==> config.mk <==
export PLATFORM = sky130hd
export DESIGN_NAME = uart_rx_fifo
export DESIGN_NICKNAME = d
export VERILOG_FILES = /design/src/rtl/uart_rx_fifo.sv
export SDC_FILE = /design/constraint.sdc
export NUM_CORES = 1
export LEC_CHECK = 0
export CAP_MARGIN = 20
export CORE_UTILIZATION = 46
export DETAILED_ROUTE_END_ITERATION = 16
export HOLD_SLACK_MARGIN = 0.12
export PLACE_DENSITY_LB_ADDON = 0.12
export SLEW_MARGIN = 10
export SYNTH_ARGS = -nofsm -noshare
export SYNTH_HDL_FRONTEND = slang
export SYNTH_SLANG_ARGS = --single-unit
==> constraint.sdc <==
create_clock -name clk -period 2.8 [get_ports clk]
set_clock_uncertainty 0.15 [all_clocks]
set_input_delay 0.42 -clock clk [delete_from_list [all_inputs] [get_ports clk]]
set_output_delay 0.42 -clock clk [all_outputs]
set_load 0.01 [all_outputs]
==> src/rtl/uart_rx_fifo.sv <==
// UART receiver: oversampled majority-vote bit recovery, configurable frame format,
// break detection and a show-ahead receive FIFO carrying per-byte error flags.
module uart_rx_fifo #(
  parameter int CLK_FREQ   = 100_000_000,
  parameter int BAUD_RATE  = 115200,
  parameter int OVERSAMPLE = 16,
  parameter int DATA_BITS  = 8,
  parameter int PARITY     = 0,
  parameter int STOP_BITS  = 1,
  parameter int FIFO_DEPTH = 16
) (
  input  logic                        clk,
  input  logic                        reset,
  input  logic                        rx_serial,
  output logic [DATA_BITS-1:0]        m_data,
  output logic                        m_err_frame,
  output logic                        m_err_parity,
  output logic                        m_valid,
  input  logic                        m_ready,
  output logic                        overrun,
  output logic                        break_det,
  output logic [$clog2(FIFO_DEPTH):0] fifo_count
);
  localparam int DIV   = CLK_FREQ / (BAUD_RATE * OVERSAMPLE);
  localparam int DIV_W = (DIV > 1) ? $clog2(DIV) : 1;
  localparam int OS_W  = $clog2(OVERSAMPLE);
  localparam int PTR_W = $clog2(FIFO_DEPTH);
  localparam int CNT_W = PTR_W + 1;
  localparam int ENT_W = DATA_BITS + 2;

  localparam logic [DIV_W-1:0] DIV_LAST = DIV_W'(DIV - 1);
  localparam logic [OS_W-1:0]  OS_LAST  = OS_W'(OVERSAMPLE - 1);
  localparam logic [OS_W-1:0]  T_LO     = OS_W'(OVERSAMPLE / 2 - 1);
  localparam logic [OS_W-1:0]  T_MID    = OS_W'(OVERSAMPLE / 2);
  localparam logic [OS_W-1:0]  T_HI     = OS_W'(OVERSAMPLE / 2 + 1);
  localparam logic [3:0]       DB_LAST  = 4'(DATA_BITS - 1);
  localparam logic [1:0]       SB_LAST  = 2'(STOP_BITS - 1);

  typedef enum logic [2:0] {S_IDLE, S_START, S_DATA, S_PARITY, S_STOP, S_BREAK} state_t;

  logic [1:0]           r_sync;
  logic [1:0]           r_prime;
  logic                 r_armed;
  logic [DIV_W-1:0]     r_div_cnt;
  logic                 r_tick;
  state_t               r_state;
  logic [OS_W-1:0]      r_os_cnt;
  logic [3:0]           r_bit_cnt;
  logic [DATA_BITS-1:0] r_shift;
  logic                 r_s0;
  logic                 r_s1;
  logic                 r_all_zero;
  logic                 r_err_par;
  logic                 r_err_frm;
  logic                 r_break;
  logic                 r_overrun;
  logic [ENT_W-1:0]     r_mem [FIFO_DEPTH];
  logic [PTR_W-1:0]     r_wr_ptr;
  logic [PTR_W-1:0]     r_rd_ptr;
  logic [CNT_W-1:0]     r_count;
  logic [ENT_W-1:0]     r_head;

  logic                 w_rx;
  logic                 w_res;
  logic                 w_bit;
  logic                 w_last_stop;
  logic                 w_is_break;
  logic                 w_push;
  logic [ENT_W-1:0]     w_push_data;
  logic                 w_full;
  logic                 w_pop;
  logic                 w_wr;
  logic [PTR_W-1:0]     w_rd_next;

  assign w_rx = r_sync[1];

  // r_prime ensures arming is based on real line samples, not the reset value of the synchroniser
  always_ff @(posedge clk or posedge reset) begin
    if (reset) begin
      r_sync  <= 2'b11;
      r_prime <= 2'b00;
      r_armed <= 1'b0;
    end else begin
      r_sync  <= {r_sync[0], rx_serial};
      r_prime <= {r_prime[0], 1'b1};
      if (r_prime[1] && w_rx) r_armed <= 1'b1;
    end
  end

  always_ff @(posedge clk or posedge reset) begin
    if (reset) begin
      r_div_cnt <= '0;
      r_tick    <= 1'b0;
    end else if (r_div_cnt == DIV_LAST) begin
      r_div_cnt <= '0;
      r_tick    <= 1'b1;
    end else begin
      r_div_cnt <= r_div_cnt + 1'b1;
      r_tick    <= 1'b0;
    end
  end

  assign w_res       = r_tick && (r_os_cnt == T_HI);
  assign w_bit       = (r_s0 & r_s1) | (r_s0 & w_rx) | (r_s1 & w_rx);
  assign w_last_stop = (r_state == S_STOP) && w_res && (r_bit_cnt[1:0] == SB_LAST);
  assign w_is_break  = r_all_zero && !w_bit;
  assign w_push      = w_last_stop && !w_is_break;
  assign w_push_data = {r_err_par, r_err_frm | ~w_bit, r_shift};

  always_ff @(posedge clk or posedge reset) begin
    if (reset) begin
      r_state    <= S_IDLE;
      r_os_cnt   <= '0;
      r_bit_cnt  <= '0;
      r_shift    <= '0;
      r_s0       <= 1'b1;
      r_s1       <= 1'b1;
      r_all_zero <= 1'b1;
      r_err_par  <= 1'b0;
      r_err_frm  <= 1'b0;
      r_break    <= 1'b0;
    end else begin
      r_break <= 1'b0;
      if (r_tick) begin
        r_os_cnt <= (r_os_cnt == OS_LAST) ? '0 : r_os_cnt + 1'b1;
        if (r_os_cnt == T_LO)  r_s0 <= w_rx;
        if (r_os_cnt == T_MID) r_s1 <= w_rx;
      end
      case (r_state)
        S_IDLE: begin
          if (r_armed && !w_rx) begin
            r_os_cnt   <= '0;
            r_bit_cnt  <= '0;
            r_all_zero <= 1'b1;
            r_err_par  <= 1'b0;
            r_err_frm  <= 1'b0;
            r_state    <= S_START;
          end
        end
        S_START: begin
          if (w_res) r_state <= w_bit ? S_IDLE : S_DATA;
        end
        S_DATA: begin
          if (w_res) begin
            r_shift    <= {w_bit, r_shift[DATA_BITS-1:1]};
            r_all_zero <= r_all_zero & ~w_bit;
            if (r_bit_cnt == DB_LAST) begin
              r_bit_cnt <= '0;
              r_state   <= (PARITY != 0) ? S_PARITY : S_STOP;
            end else begin
              r_bit_cnt <= r_bit_cnt + 4'd1;
            end
          end
        end
        S_PARITY: begin
          if (w_res) begin
            r_err_par  <= (PARITY == 2) ? ~(^r_shift ^ w_bit) : (^r_shift ^ w_bit);
            r_all_zero <= r_all_zero & ~w_bit;
            r_state    <= S_STOP;
          end
        end
        S_STOP: begin
          if (w_res) begin
            r_err_frm  <= r_err_frm | ~w_bit;
            r_all_zero <= r_all_zero & ~w_bit;
            if (w_last_stop) begin
              r_state <= w_is_break ? S_BREAK : S_IDLE;
              r_break <= w_is_break;
            end else begin
              r_bit_cnt <= r_bit_cnt + 4'd1;
            end
          end
        end
        S_BREAK: begin
          if (w_rx) r_state <= S_IDLE;
        end
        default: r_state <= S_IDLE;
      endcase
    end
  end

  assign w_full    = (r_count == CNT_W'(FIFO_DEPTH));
  assign w_pop     = (r_count != '0) && m_ready;
  assign w_wr      = w_push && (!w_full || w_pop);
  assign w_rd_next = r_rd_ptr + 1'b1;

  always_ff @(posedge clk) begin
    if (w_wr) r_mem[r_wr_ptr] <= w_push_data;
  end

  // Head register is loaded from the next slot on pop, or bypassed from the push when that slot is being written
  always_ff @(posedge clk or posedge reset) begin
    if (reset) begin
      r_wr_ptr  <= '0;
      r_rd_ptr  <= '0;
      r_count   <= '0;
      r_head    <= '0;
      r_overrun <= 1'b0;
    end else begin
      r_overrun <= w_push && w_full && !w_pop;
      if (w_wr)  r_wr_ptr <= r_wr_ptr + 1'b1;
      if (w_pop) r_rd_ptr <= w_rd_next;
      r_count <= r_count + CNT_W'(w_wr) - CNT_W'(w_pop);
      if (w_pop) begin
        if (r_count == CNT_W'(1)) begin
          if (w_wr) r_head <= w_push_data;
        end else begin
          r_head <= r_mem[w_rd_next];
        end
      end else if ((r_count == '0) && w_wr) begin
        r_head <= w_push_data;
      end
    end
  end

  assign m_data       = r_head[DATA_BITS-1:0];
  assign m_err_frame  = r_head[DATA_BITS];
  assign m_err_parity = r_head[DATA_BITS+1];
  assign m_valid      = (r_count != '0);
  assign fifo_count   = r_count;
  assign overrun      = r_overrun;
  assign break_det    = r_break;
endmodule

==> results.yml <==
clock_tree:
  clk_pin_slew_ns: 0.06
  htree_levels: 1
  cts_sinks: 221
  insertion_delay_ns: 0.50
  cts_buffers: 23
  clock_tree.buffer_depth: 3
  cts_tree: "done"
  cts-root-buf: "clkbuf_16"
routing:
  first_iter_violations: 305
  num_vias: 5106
  wl_met3_um: 875
  wl_met1_um: 8870
  dr.pass1.iters: 4
  wl_met2_um: 8810
  vias_per_cell: 5.47
  drt_drc_violations_left: 0
  ant_nets: 0
  highest_layer: "met4"
  totalWireLength_um: 19100
  wl_per_cell_um: 20.5
synthesis:
  synthCells: 596
  synth_edf_count: 160
  avgSynthCellArea_um2: 15.9
  ys.flop_type: "edfxtp_1"
  synth_seq_cells: 221
  yosysUniqueCellTypes: 61
  yosysSeqAreaShare_pct: 66.8
  synth_fp_nets: 618
  ys_warn_count: 0
  syn_area_um2: 9480
  synthArstFlopShare_pct: 27.6
sta:
  period_share_pct: 98.6
  min_period_ns: 2.76
  max_slew_margin_pct: 34.8
  rsz0062_at_grt: "true"
  finalHoldViolations: 0
  finalMaxSlewViolations: 0
  finalWorstSetupSlack_ns: 0.0393
  setup_viol: 0
  max_freq_mhz: 362
  max_slew.worst_pin.slew_ns: 0.974
setup_path:
  arrival_ns: 2.71
  reg2reg_slack_ns: 0.04
  cp_data_required_time_ns: 2.75
  r2r-end: "r_mem[13][6]"
  worstPathMaxFanout: 10
  startpoint_type: "flop"
  worstSetupPathType: "flop to flop"
  reg2regPathDepth: 7
  cp-end-kind: "flop"
  timing.rr.start: "r_os_cnt[1]"
global_route:
  grt_start_max_net_pins: 42
  antenna_found_initial: 0
  grt_use_total_pct: 18.9
  grt_pass1_wl_um: 30700
  grt_pass1_vias: 5324
  grt_overflow: 0
floorplan:
  fp.dieArea_um2: 21200
  num_rows: 52
  io_pins: 22
  core_area_um2: 20200
  die_h_um: 146
  start_util_pct: 46.9
  die_w_um: 146
cells_and_area:
  drive_above_1_share_pct: 20.8
  area_delta_synth_final_pct: 14.2
  utilization_pct: 53.5
  final_cells: 934
  nNetsFinal: 670
  filler_cell_count: 1657
  antenna_cells: 0
placed_design:
  numPortBuffers: 21
  globalplace.congestion: 0.803
  dp_cells: 893
  hpwl_um: 12700
  pre_cts_slack_ns: -0.0898
power:
  pwr-share-clk_pct: 30.7
  p_int_uw: 6230
  power.leakage_uw: 0.00420
  pwr-share-comb_pct: 25.9
  swShare_pct: 29.2
  seqPwrFrac_pct: 43.4
  power.switching_uw: 2570
  peakVddDrop_mv: 0.510
  powerDensity_nw_per_um2: 813
flow_run:
  cap_violations: 0
min_path:
  hp-class: "input pin to asynchronous set/reset pin"
outcome:
  status: "finished, final reports clean"
critical path, stage by stage (launching register included):
cell and delay [ns]:
dfrtp_1 0.37, inv_1 0.08, ha_1 0.14, and4b_1 0.29, o2111ai_4 0.18, nor2b_1 0.21, nand3_1 0.18, nor2_1 0.78
logic make-up after synthesis:
family | share of synthesized area [%]
muxes | 11.7
buffers and inverters | 3.19
other | 0.0396
DFF | 66.8
and+or+nand+nor | 7.47
AOI/OAI and AO/OA | 6.11
xor gates and xnor gates | 2.12
adders and majority gates | 2.56
metrics by stage:
stage | cell area [um^2] | hold slack (ns) | TNS [ns] | power [uW]
floorplan | 9490 | 0.181 | 0 | 5490
global placement | 10100 | 0.184 | -0.0768 | 6130
detailed placement | 10100 | 0.186 | -0.0898 | 6160
CTS | 10800 | 0.131 | -0.336 | 8880
global route | 10800 | 0.166 | -6.38 | 9220
finish | 10800 | 0.116 | 0 | 8800
power by group through the flow:
stage / Sequential (uW) / Combinational (uW) / Clock [uW]
2_1_floorplan: 3850 / 1640 / 0
3_3_place_gp: 3870 / 2270 / 0
3_5_place_dp: 3880 / 2280 / 0
4_1_cts: 3820 / 2290 / 2770
5_1_grt: 3840 / 2480 / 2890
6_report: 3820 / 2280 / 2700
how the worst max path moves through the flow:
stage | startpoint | endpoint
global placement | m_ready | fifo_count[4]
global route | r_os_cnt[1] | r_mem[13][1]
detailed placement | m_ready | fifo_count[4]
finish | r_os_cnt[1] | r_mem[13][6]
floorplan | fifo_count[3] | fifo_count[4]
CTS | r_os_cnt[1] | r_mem[15][7]
repair_timing:
| item | 4_1_cts | 5_1_grt |
|---|---|---|
| hold endpoints to repair | 0 | 0 |
| hold buffers | 0 | 0 |
| buffers inserted | 0 | 0 |
| resized for setup | 0 | 17 |
| endpoints found under the setup margin | 20 | 152 |
flip-flops by register name, indices dropped and copies added, names as in the netlist, 5 cells and up:
name and cells:
r_head 10, fifo_count 5, r_div_cnt 6, r_shift 8
r_mem 160
cells in the final DEF, fill, tap and decap left out, types with 3 or more instances in the layout:
cell type	netlist	routed
clkbuf_1	5	10
o22ai_1	10	10
o31ai_1	10	10
clkbuf_16	0	23
and2_1	15	3
and2_2	0	12
clkdlybuf4s50_1	0	21
xor2_1	6	6
inv_1	42	39
buf_4	2	27
clkinv_2	0	4
a21boi_0	21	21
dfrtp_1	56	55
nor2_1	36	36
xnor2_1	17	17
o21ai_0	11	11
mux2_2	12	12
nor4_1	10	10
dfstp_2	5	5
mux4_2	32	32
nand3_1	9	9
nand4_1	5	5
mux4_1	8	8
clkinv_1	0	3
nand2b_1	3	3
ha_1	17	16
mux2i_1	4	4
edfxtp_1	160	160
nor3_1	3	3
a21oi_1	7	6
inv_2	0	3
nand2_1	32	31
and3b_1	3	3
metal layers:
layer	track usage, %	up-vias
li1	-	2357
met1	27.4	2592
met2	29.7	124
met3	2.98	33
met4	5.95	0
met5	0	-
Yosys cell counts, types with 8 or more instances:
master    number  area share [%]
o21ai_0       11            0.58
dfrtp_1       56              15
buf_2         11            0.58
mux4_2        32             7.6
nor2_1        36             1.4
edfxtp_1     160              51
nand3_1        9            0.48
mux4_1         8             2.2
o31ai_1       10            0.79
o22ai_1       10            0.66
mux2_2        12             1.4
xnor2_1       17             1.6
ha_1          17             2.2
and2_1        15            0.99
nand2_1       32             1.3
inv_1         42             1.7
a21boi_0      21             1.7
nor4_1        10            0.66
layout make-up:
type / instances / area, um^2 / share of cell area [%]
clock buffer: 34 / 627 / 5.79
timing repair buffer: 50 / 453 / 4.18
clock inverter: 7 / 31.3 / 0.289
tap: 270 / 338 / 3.12
inverter: 42 / 158 / 1.46
multi-input combinational: 310 / 2880 / 26.6
sequential: 221 / 6340 / 58.5
(Power assumes the default switching activity.)
==> edit: new RTL, same flow settings <==
The parameter `PARITY` goes from 0 to 1.
--- a/src/rtl/uart_rx_fifo.sv
+++ b/src/rtl/uart_rx_fifo.sv
@@ -5,7 +5,7 @@
   parameter int BAUD_RATE  = 115200,
   parameter int OVERSAMPLE = 16,
   parameter int DATA_BITS  = 8,
-  parameter int PARITY     = 0,
+  parameter int PARITY     = 1,
   parameter int STOP_BITS  = 1,
   parameter int FIFO_DEPTH = 16
 ) (
Behaviour: same outputs for any inputs over 10 cycles, from zero or initial values and one cycle with reset high; that may be too few to reach the edited logic, so the function may still have changed.
==> edit against the unedited design <==
- non-clock buffer count rose by 14
- first-iteration DRC count rose by 34%
- via count rose by 3.2%
- setup slack improved by 0.085 ns
- worst hold slack improved by 0.058 ns
- count of clock-buffer cells in the layout fell by 4
- area after synthesis rose by 0.54%
- maximum frequency rose by 3.2%
- clock power rose by 11%
- total power rose by 3.0%
- wire length rose by 2.5%
- design area rose by 2.7%
- die area rose by 0.53%
- sequential cell count did not move
==> edit: results (changes against the unedited design) <==
- Vias in the first global route: 5491 (was 5324)
- Largest net degree at the start of global routing: 42 (unchanged)
- Worst EP arrival: 2.67 ns (was 2.71 ns)
- R2R depth: 7 (unchanged)
- DP HPWL: 12800 um (was 12700 um)
- GPL Wtd Cong: 0.850 (was 0.803)
- Largest stage delay, worst path: 0.54 ns (was 0.78 ns)
- Iteration-0 DRC count of the detailed router: 410 (was 305)
- Slew HR: 36.7% (was 34.8%)
- Number of synthesized flops with an enable pin: 160 (unchanged)
- Top Registers: r_mem: 160 flops, r_head: 10 flops, r_shift: 8 flops (unchanged)
- Num CTS Buffers: 24 (was 23)
- First-pass GRT wire length: 31000 um (was 30700 um)
- Wirelength per Cell: 20.6 um (was 20.5 um)
- Netlist cell types: 64 (was 61)
- Initial antenna violation count: 0 (unchanged)
- Hold Path Cell Cnt: 1
- Placement Cell Area: 0.0103 mm^2 (was 0.0101 mm^2)
- Status: complete, no violations (unchanged)
- CP delay by family, top: simple AND/OR/NAND/NOR gates (unchanged)
- Yosys synthesis warning count: 0 (unchanged)
- Largest cells by area after synthesis: edfxtp_1 (50%), dfrtp_1 (15%), mux4_2 (8.7%) (was edfxtp_1 (51%), dfrtp_1 (15%), mux4_2 (7.6%))
- Inst Count DP: 910 (was 893)
- # diodes: 0 (unchanged)
- Layout cells sized above 1: 23.0% (was 20.8%)
- Net count, final: 690 (was 670)
- H-tree depth: 1 (unchanged)
- Fillers: 1618 (was 1657)
- Hold WC Path Type: in -> reg (was in -> async)
- Clock slew at reported path FFs: 0.06 ns (about the same)
- Critical-path maximum fanout: 10 (unchanged)
- Crit-path slowest cell: nor2_2 (was nor2_1)
- First-pass detailed-route iteration total: 6 (was 4)
- Ys async rst share: 27.6% (unchanged)
- Port bufs: 21 (unchanged)
- Commonest cells in the netlist: edfxtp_1 (160), dfrtp_1 (56), inv_1 (44) (was edfxtp_1 (160), dfrtp_1 (56), inv_1 (42))
- Clock root buffer master: clkbuf_16 (unchanged)
- CTS Buffer Depth: 3 (unchanged)
- Sequential share of the synthesized area: 66.5% (was 66.8%)
- Synth Instances: 606 (was 596)
- Clk_lat worst skew: approximately 0.51 ns
- Peak VDD IR: 543 uV (was 510 uV)
- Global Route Usage Sum: 19.3% (was 18.9%)
- Via count: 5269 (was 5106)
- Lkg Pwr: 4.27 nW (was 4.20 nW)
- DRT Wirelength: 19600 um (was 19100 um)
- Mapped Nets: 628 (was 618)
[edit: cell count changes in the layout (fill, tap and decap cells not counted), moves of 5 or more]
cell      before  now
and2_2        12    0
and2_1         3   12
buf_4         27   36
clkbuf_1      10    5
mux4_1         8    3
mux4_2        32   37
nor2_1        36   31
[edit: final cells by class]
class	count	area, um^2	share of cell area (%)
Clock inverter	12	108	0.968
Multi-Input combinational cell	313	2920	26.2
Timing Repair Buffer	64	611	5.49
Tap cell	270	338	3.04
Sequential cell	221	6340	57.0
Clock buffer	30	644	5.79
Inverter	44	165	1.49
[edit: cells by family (layout without fill, tap and decap cells)]
kind of cell	count (synthesis)	count (layout)	share of synthesized area, %
DFF	221	221	66.5
other	1	1	0.0393
muxes	53	53	11.1
and+or+nand+nor	136	136	7.72
adders and majority gates	19	19	2.56
buffers and inverters	72	150	3.58
AOI/OAI and AO/OA	81	81	6.43
xor gates and xnor gates	23	23	2.11
[edit: final timing paths]
path	start	end	slack [ns]
min in group asynchronous	reset	r_div_cnt[0]	0.65
setup / recovery	r_os_cnt[1]	r_mem[15][8]	0.12
max in group asynchronous	reset	r_all_zero	1.20
setup reg to reg	r_os_cnt[1]	r_mem[15][8]	0.12
hold reg to reg	r_sync[0]	r_sync[1]	0.20
hold / removal	rx_serial	r_sync[0]	0.17
[edit: power by group]
group	total [mW]	leakage, nW	switching (mW)	internal, mW
Sequential	3.82	2.53	0.184	3.64
Combinational	2.24	1.38	1.25	0.996
Clock	3.00	0.360	1.20	1.80
Total	9.06	4.27	2.63	6.43
[edit: worst reg2reg max path, delay by kind of cell (launching register included)]
kind | cells | cell delay (ns)
flops | 1 | 0.38
buf+inv | 1 | 0.07
simple gates | 4 | 1.30
fa+ha+maj | 1 | 0.17
compound gates | 1 | 0.22
[edit: layer usage]
metal	vias to the layer above	global-route usage (%)	part of all wire (%)	routed length, um
met4	0	6.16	2.6	514
met5	-	0	0	0
met1	2688	25.0	43	8450
li1	2414	-	-	-
met2	128	33.2	50	9800
met3	39	3.26	4.4	862
[edit: per-stage QoR]
step / setup WS (ns) / power [mW] / util, %
2_1_floorplan: 0.00235 / 5.51 / -
3_3_place_gp: -0.0415 / 6.10 / 50.8
3_5_place_dp: -0.0954 / 6.14 / 50.8
4_1_cts: -0.114 / 9.16 / 54.6
5_1_grt: -0.0651 / 9.50 / 54.8
6_report: 0.124 / 9.06 / 54.8
[edit: what timing repair did]
| item | in CTS | in global routing |
|---|---|---|
| setup buffers | 0 | 1 |
| hold buffers | 1 | 0 |
| endpoints found under the hold margin | 16 | 0 |
| pin swaps | 0 | 1 |
| resized for setup | 1 | 11 |
| endpoints found under the setup margin | 40 | 32 |
